File: src/rtl/uart_rx_cmd_ctrl.sv
// Command sequencer behind the UART receiver: decodes write/read/config frames into register-file strobes.
// Latency: RF strobes and config updates appear 1 cycle after the final frame byte; read data is forwarded 1 cycle after RdValid.
// Backpressure: TX_Valid/TX_Data are held until TX_Ready; bytes arriving while a read is in flight are dropped with Cmd_Err.
module uart_rx_cmd_ctrl #(
  parameter int ADDR_W    = 4,
  parameter int TO_CYCLES = 50000,
  parameter int TO_W      = 16
) (
  input  logic              RxCmd_CLK,
  input  logic              RxCmd_RST,
  input  logic [7:0]        RxCmd_RX_PDATA,
  input  logic              RxCmd_RX_Valid,
  output logic              RxCmd_RF_WrEn,
  output logic              RxCmd_RF_RdEn,
  output logic [ADDR_W-1:0] RxCmd_RF_Addr,
  output logic [7:0]        RxCmd_RF_WrData,
  input  logic [7:0]        RxCmd_RF_RdData,
  input  logic              RxCmd_RF_RdValid,
  output logic [7:0]        RxCmd_TX_Data,
  output logic              RxCmd_TX_Valid,
  input  logic              RxCmd_TX_Ready,
  output logic [4:0]        RxCmd_Prescale,
  output logic              RxCmd_PAR_EN,
  output logic              RxCmd_PAR_TYP,
  output logic              RxCmd_Busy,
  output logic              RxCmd_Cmd_Err,
  output logic              RxCmd_Frame_Err
);

  typedef enum logic [2:0] {
    IDLE     = 3'd0,
    WR_ADDR  = 3'd1,
    WR_DATA  = 3'd2,
    RD_ADDR  = 3'd3,
    RD_WAIT  = 3'd4,
    TX_SEND  = 3'd5,
    CFG_DATA = 3'd6
  } state_t;

  localparam logic [TO_W-1:0] TO_LAST = TO_W'(TO_CYCLES - 1);
  localparam logic [TO_W-1:0] TO_ONE  = TO_W'(1);

  state_t            state_q;
  logic [TO_W-1:0]   to_cnt_q;
  logic              wr_en_q;
  logic              rd_en_q;
  logic [ADDR_W-1:0] addr_q;
  logic [7:0]        wr_data_q;
  logic [7:0]        tx_data_q;
  logic              tx_vld_q;
  logic [4:0]        prescale_q;
  logic              par_en_q;
  logic              par_typ_q;
  logic              cmd_err_q;
  logic              frame_err_q;

  logic to_expired;
  logic cfg_ok;

  assign to_expired = (to_cnt_q == TO_LAST);
  // Only the two oversampling ratios the receiver supports are accepted.
  assign cfg_ok     = (RxCmd_RX_PDATA[4:0] == 5'd8) || (RxCmd_RX_PDATA[4:0] == 5'd16);

  // Frame decoder, timeout counter and all registered outputs.
  always_ff @(posedge RxCmd_CLK) begin
    if (RxCmd_RST) begin
      state_q     <= IDLE;
      to_cnt_q    <= '0;
      wr_en_q     <= 1'b0;
      rd_en_q     <= 1'b0;
      addr_q      <= '0;
      wr_data_q   <= '0;
      tx_data_q   <= '0;
      tx_vld_q    <= 1'b0;
      prescale_q  <= 5'd8;
      par_en_q    <= 1'b1;
      par_typ_q   <= 1'b0;
      cmd_err_q   <= 1'b0;
      frame_err_q <= 1'b0;
    end else begin
      wr_en_q     <= 1'b0;
      rd_en_q     <= 1'b0;
      cmd_err_q   <= 1'b0;
      frame_err_q <= 1'b0;
      case (state_q)
        IDLE: begin
          to_cnt_q <= '0;
          if (RxCmd_RX_Valid) begin
            case (RxCmd_RX_PDATA)
              8'hAA:   state_q   <= WR_ADDR;
              8'hBB:   state_q   <= RD_ADDR;
              8'hCC:   state_q   <= CFG_DATA;
              default: cmd_err_q <= 1'b1;
            endcase
          end
        end
        WR_ADDR, WR_DATA, RD_ADDR, CFG_DATA: begin
          // A byte in the expiry cycle takes priority over the abort.
          if (RxCmd_RX_Valid) begin
            to_cnt_q <= '0;
            case (state_q)
              WR_ADDR: begin
                addr_q  <= RxCmd_RX_PDATA[ADDR_W-1:0];
                state_q <= WR_DATA;
              end
              WR_DATA: begin
                wr_data_q <= RxCmd_RX_PDATA;
                wr_en_q   <= 1'b1;
                state_q   <= IDLE;
              end
              RD_ADDR: begin
                addr_q  <= RxCmd_RX_PDATA[ADDR_W-1:0];
                rd_en_q <= 1'b1;
                state_q <= RD_WAIT;
              end
              default: begin
                if (cfg_ok) begin
                  prescale_q <= RxCmd_RX_PDATA[4:0];
                  par_en_q   <= RxCmd_RX_PDATA[5];
                  par_typ_q  <= RxCmd_RX_PDATA[6];
                end else begin
                  cmd_err_q <= 1'b1;
                end
                state_q <= IDLE;
              end
            endcase
          end else if (to_expired) begin
            frame_err_q <= 1'b1;
            to_cnt_q    <= '0;
            state_q     <= IDLE;
          end else begin
            to_cnt_q <= to_cnt_q + TO_ONE;
          end
        end
        RD_WAIT: begin
          if (RxCmd_RX_Valid) cmd_err_q <= 1'b1;
          if (RxCmd_RF_RdValid) begin
            tx_data_q <= RxCmd_RF_RdData;
            tx_vld_q  <= 1'b1;
            to_cnt_q  <= '0;
            state_q   <= TX_SEND;
          end else if (to_expired) begin
            // A dropped byte at expiry already pulses Cmd_Err; hold the count
            // so the abort follows one cycle later instead of overlapping it.
            if (!RxCmd_RX_Valid) begin
              frame_err_q <= 1'b1;
              to_cnt_q    <= '0;
              state_q     <= IDLE;
            end
          end else begin
            to_cnt_q <= to_cnt_q + TO_ONE;
          end
        end
        TX_SEND: begin
          if (RxCmd_RX_Valid) cmd_err_q <= 1'b1;
          if (RxCmd_TX_Ready) begin
            tx_vld_q <= 1'b0;
            state_q  <= IDLE;
          end
        end
        default: state_q <= IDLE;
      endcase
    end
  end

  assign RxCmd_RF_WrEn    = wr_en_q;
  assign RxCmd_RF_RdEn    = rd_en_q;
  assign RxCmd_RF_Addr    = addr_q;
  assign RxCmd_RF_WrData  = wr_data_q;
  assign RxCmd_TX_Data    = tx_data_q;
  assign RxCmd_TX_Valid   = tx_vld_q;
  assign RxCmd_Prescale   = prescale_q;
  assign RxCmd_PAR_EN     = par_en_q;
  assign RxCmd_PAR_TYP    = par_typ_q;
  assign RxCmd_Busy       = (state_q != IDLE);
  assign RxCmd_Cmd_Err    = cmd_err_q;
  assign RxCmd_Frame_Err  = frame_err_q;

endmodule

File: config.mk
export PLATFORM = sky130hd
export DESIGN_NAME = uart_rx_cmd_ctrl
export DESIGN_NICKNAME = d
export VERILOG_FILES = /design/src/rtl/uart_rx_cmd_ctrl.sv
export SDC_FILE = /design/constraint.sdc
export NUM_CORES = 1
export LEC_CHECK = 0
export BUFFER_PORTS_ARGS = -buffer_cell sky130_fd_sc_hd__buf_2
export CAP_MARGIN = 10
export CORE_AREA = 4 4 81 83
export DETAILED_ROUTE_END_ITERATION = 8
export DIE_AREA = 0 0 85 87
export GPL_TIMING_DRIVEN = 0
export PLACE_DENSITY = 0.7
export SLEW_MARGIN = 15
export SYNTH_ARGS = -nofsm -noshare
export SYNTH_HDL_FRONTEND = slang
export SYNTH_SLANG_ARGS = --single-unit
File: constraint.sdc
create_clock -name RxCmd_CLK -period 2.6 [get_ports RxCmd_CLK]
set_input_delay 0.13 -clock RxCmd_CLK [delete_from_list [all_inputs] [get_ports RxCmd_CLK]]
set_output_delay 0.13 -clock RxCmd_CLK [all_outputs]
set_load 0.02 [all_outputs]
=== Yosys cells after proc, flatten, opt, wreduce, memory -nomap -nowiden ===
Cells that the tools add are included.

* Flip-flop bits (word level): 51
* Output and inout port bits: 33
* Word-level logic and storage cells: 89

* Add/subtract/negate cells: 1
* Equal/unequal tests: 20
* Multiplexer cells: 34
* Bitwise operators: 3
* Reductions and logical operators: 18

{| class="wikitable"
|+ Operators by type and width
! cell !! count
|-
| 16-bit two-way mux || 5
|-
| 16-bit one-hot mux with 3 select lines || 1
|-
| 8-bit equality test (second input constant) || 3
|-
| 3-bit two-way mux || 7
|-
| 16-bit by 1-bit adder with 16-bit output (second input constant) || 1
|-
| 16-bit equality test (second input constant) || 1
|-
| 1-bit two-way mux || 15
|-
| 3-bit one-hot mux with 4 select lines || 1
|-
| 3-bit equality test (second input constant) || 3
|-
| 3-bit != test (second input constant) || 3
|-
| 3-bit one-hot mux with 3 select lines || 1
|-
| 3-bit AND reduction || 3
|-
| 3-bit OR reduction || 3
|-
| 3-bit by 2-bit equality test with 1-bit output (second input constant) || 2
|-
| 2-bit != test (second input constant) || 3
|-
| 3-bit one-hot mux with 2 select lines || 1
|-
| 6-bit AND reduction || 1
|-
| 3-bit nonzero test || 2
|-
| 5-bit by 4-bit equality test with 1-bit output (second input constant) || 1
|-
| 5-bit equality test (second input constant) || 1
|-
| 4-bit by 1-bit != test with 1-bit output (second input constant) || 1
|-
| 4-bit != test (second input constant) || 1
|-
| 1-bit one-hot mux with 2 select lines || 2
|-
| 2-bit AND reduction || 2
|-
| other kinds (9) || 12
|}

=== Depth between registers and ports, before layout ===
* Word-level depth: 6
* Mapped depth: 8
* Mapped depth without buffers: 6

=== Worst setup path after synthesis ===
OpenSTA, ideal clock, no wires.

* Path type: register -> register
* Start: reg to_cnt_q[0]
* End: reg state_q[2]
* Library setup time: 87 ps
* Arrival: 1777 ps
* Required time: 2513 ps
* Setup slack: 736 ps
* Stages on the path, launching flop included: 8
* Period minus slack after synthesis: 1864 ps
* Cell sequence: dfxtp_1 > ha_1 > and3_1 > nand4_1 > and2_4 > buf_6 > or3_4 > o31ai_1

* Word-level cells in the longest chain between the ends: 3
* Elaborated cells between the ends (all ways): 4

{| class="wikitable"
|+ Ends and longest elaborated chain
! item !! RTL line !! source
|-
| start: declaration || 44 || <nowiki>logic [TO_W-1:0] to_cnt_q;</nowiki>
|-
| start signal: assignment || 132 || <nowiki>to_cnt_q <= to_cnt_q + TO_ONE;</nowiki>
|-
| start signal: assignment || 151 || <nowiki>to_cnt_q <= to_cnt_q + TO_ONE;</nowiki>
|-
| 16-bit equality test (*) || 60 || <nowiki>assign to_expired = (to_cnt_q == TO_LAST);</nowiki>
|-
| 3-bit != test (no line) || - ||
|-
| 6-bit AND reduction (no line) (*) || - ||
|-
| end signal: assignment || 67 || <nowiki>state_q <= IDLE;</nowiki>
|-
| end signal: assignment || 90 || <nowiki>8'hAA: state_q <= WR_ADDR;</nowiki>
|-
| end signal: assignment || 91 || <nowiki>8'hBB: state_q <= RD_ADDR;</nowiki>
|-
| end: declaration || 43 || <nowiki>state_t state_q;</nowiki>
|}

Mark *: on every way between the ends. The rest lies on a longest branch, timed or not.
A chain may end at the register's enable or synchronous reset.

=== Worst setup path after layout ===
* Start: reg state_q[2]
* End: reg to_cnt_q[11]

* Word-level cells in the longest chain between the ends: 4
* Elaborated cells between the ends (all ways): 11

{| class="wikitable"
|+ Ends and longest elaborated chain
! item !! RTL line !! source
|-
| 3-bit by 1-bit equality test with 1-bit output, or another cell as far along || 85 || <nowiki>case (state_q)</nowiki>
|-
| 4-bit OR reduction || 85 ||
|-
| 3-bit nonzero test (no line) || - ||
|-
| 2-bit AND reduction (no line) || - ||
|}

Several ways; a longest one is shown, not always the timed one.

==> impl_results.md <==
- Initial antenna violation count: 0
- Synth Flop Type: dfxtp_1
- Via count: 2246
- Final WS setup: 0.471 ns
- Arrival time at the worst endpoint: ~2.4 ns
- Mapped Area: 2320 µm²
- Net Count, Synth: around 310
- Rel. slew slack: 0.627
- Tmin final: 2.13 ns
- Pleak: approximately 1.1 nW
- Global route overflow: 0
- Setup crit start kind: register
- CTS tree: done
- Post-Syn Instances: around 280
- EDFF count, synth: 0
- CTS buffer count: 5
- Pwr dens: approximately 530 nW/µm²
- Sequential fraction of the synthesis area: 0.439
- Row Count: 28
- Io pins: between 50 and 60
- Antenna viol nets, final: 0
- Syn Area/Cell: ~8 µm²
- Layout net count: 365
- Max-cap violations: 0
- Die width: roughly 85 µm
- RD Place Congestion: 0.851
- Core ar.: roughly 5900 µm²
- Antenna Cells: 0
- Vias in the first global route: 2208
- Pre-antenna DRT Iters: 4
- Share of cells above drive strength 1: 0.206
- Post-Route WL: between 5000 and 6000 µm
- DR WL/cell: between 10 and 15 µm
- # DRC: 0
- Max Clk Rate: approximately 0.47 GHz
- Post-DP HPWL: around 4200 µm
- CTS root buf: clkbuf_8
- Flops & latches, synth: just over 50
- Max Root-Sink Buffers: 2
- DRT iter0 DRCs: around 110
- Ys Warns: 0
- Max Transition Viols Final: 0
- Clk slew on worst S/H paths: about 0.090 ns
- Starting density of the core: 0.397
- Synth top area share: 0.439
- Worst Tran Pin Value: roughly 0.56 ns
- H-tree depth: 2
- Final Hold Vio Count: 0
- Area Overhead vs Synth: 20.9%
- Largest net degree at the start of global routing: 16
- CP Max Fanout: 10
- Setup crit end kind: register
- Sequential standard cell area: 1020 µm²
- Setup TNS: 0 ns
- First-pass GRT wire length: 9680 µm
- VDD IR max: approximately 0.29 mV
- Hold Slack: a little under 0.06 ns
- Synth async-reset ratio: 0
- Final setup viols: 0
- Place WS: a little under 0.5 ns
- Period utilisation layout: 0.819
- Yosys cell types: 47
- Fillers: 560
- Skew final: around 0.0092 ns
- Synth area leaders: dfxtp_1, nand2_1, a21oi_1
- Status: completed
- Total track usage: 0.161
- PortBufs: 52
- Worst-Skew Late Latency: 0.30 ns
- RSZ-0062 raised after global routing: false
- Post-cts gate resize count: 0
- Setup bufs post-CTS: 0
- Die Height: around 87 µm
- Multi-input logic area: between 1000 and 1500 µm²
- Min-delay worst type: input pin to register
- Biggest area consumer among synthesized cells: dfxtp_1
- Die area: 7400 µm²
- Post-CTS Hold Fix Bufs: 0
- Crit Path Class: register to register
- CTS Sinks: 51
- Routed vias/inst: roughly 5.4
- Worst EP required: roughly 2.8 ns
sequential cells by signal, indices dropped and copies added, names as in the netlist:
signal and cells:
RxCmd_Cmd_Err 1, RxCmd_Frame_Err 1, RxCmd_PAR_EN 1, RxCmd_PAR_TYP 1
RxCmd_Prescale 5, RxCmd_RF_Addr 4, RxCmd_RF_RdEn 1, RxCmd_RF_WrData 8
RxCmd_RF_WrEn 1, RxCmd_TX_Data 8, RxCmd_TX_Valid 1, state_q 3
to_cnt_q 16
kinds of logic after synthesis:
| family | share of synthesized area |
|---|---|
| AND/OR/NAND/NOR | 0.292 |
| multiplexers | 0.0350 |
| buffers and inverters | 0.0468 |
| flip-flops | 0.439 |
| adder cells (fa/ha/maj) | 0.00538 |
| AO/OA/AOI/OAI | 0.173 |
| XOR/XNOR | 0.00754 |
Yosys cell counts, types with 2 or more instances:
library cell and instances:
a211oi_1 4, a21oi_1 29, a311oi_1 3, a31oi_1 6
and2_1 4, and3_1 6, buf_2 3, buf_6 2
clkbuf_1 11, dfxtp_1 51, inv_1 8, mux2i_1 7
nand2_1 53, nand3_1 17, nand4_1 3, nand4bb_1 2
nor2_1 17, nor2b_1 3, nor3_1 4, nor3b_1 3
nor4_1 5, nor4b_1 3, o21a_1 2, o21ai_0 6
o31a_1 2, o31ai_1 2, or2_2 2, or3_1 5
or3_4 2, xnor2_1 2
stage by stage:
step / total power [mW] / util / instances / instance area, µm²
global route: 1.54 / 0.480 / 419 / 2810
global placement: 0.867 / 0.458 / 411 / 2680
floorplan: 0.834 / - / 284 / 2320
detailed placement: 0.868 / 0.458 / 411 / 2680
finish: 1.49 / 0.480 / 419 / 2810
CTS: 1.50 / 0.480 / 419 / 2810
layer usage:
layer / GRT usage / wire, µm / vias up
li1: - / - / 1132
met1: 0.194 / 2540 / 1048
met2: 0.274 / 2730 / 60
met3: 0.0454 / 373 / 6
met4: 0.0547 / 61 / 0
met5: 0 / 0 / -
critical path, stage by stage, from the launching register on:
cell	delay (ns)
dfxtp_1	0.36
clkbuf_1	0.31
nor2b_1	0.35
nand3_1	0.11
o21ai_1	0.35
buf_2	0.31
nand2_1	0.08
a31oi_1	0.18
worst paths after layout:
| kind | slack [ns] | end | start | cells past startpoint |
|---|---|---|---|---|
| setup / recovery | 0.47 | to_cnt_q[11]$_SDFFE_PP0P_ | state_q[2]$_SDFFE_PP0P_ | 7 |
| hold / removal | 0.06 | RxCmd_TX_Data[0]$_SDFFE_PP0P_ | RxCmd_RF_RdData[0] | 3 |
| setup reg to reg | 0.47 | to_cnt_q[11]$_SDFFE_PP0P_ | state_q[2]$_SDFFE_PP0P_ | 7 |
| hold reg to reg | 0.46 | RxCmd_TX_Data[2]$_SDFFE_PP0P_ | RxCmd_TX_Data[2]$_SDFFE_PP0P_ | 2 |
final cells by class:
cell class | count | area share
Sequential cell | 51 | 0.363
Multi-Input combinational cell | 209 | 0.425
Tap cell | 75 | 0.0334
Clock inverter | 2 | 0.0214
Timing Repair Buffer | 52 | 0.0926
Inverter | 8 | 0.0107
Clock buffer | 6 | 0.0258
Buffer | 16 | 0.0280
report_power, final:
| group | internal, mW | switching, mW |
|---|---|---|
| clock | 0.384 | 0.253 |
| combinational | 0.0243 | 0.0421 |
| sequential | 0.782 | 0.000855 |
| total | 1.19 | 0.296 |
cells in the final DEF, fill, tap and decap left out, drive strengths merged, types with 5 or more instances in the layout:
| master | count |
|---|---|
| a21oi | 29 |
| nand2 | 53 |
| or3 | 7 |
| and3 | 6 |
| mux2i | 7 |
| a31oi | 6 |
| dfxtp | 51 |
| buf | 57 |
| o21ai | 7 |
| clkbuf | 17 |
| inv | 8 |
| and2 | 5 |
| nor4 | 5 |
| nor2 | 17 |
| nand3 | 17 |
Power figures use the tool's default switching activity.
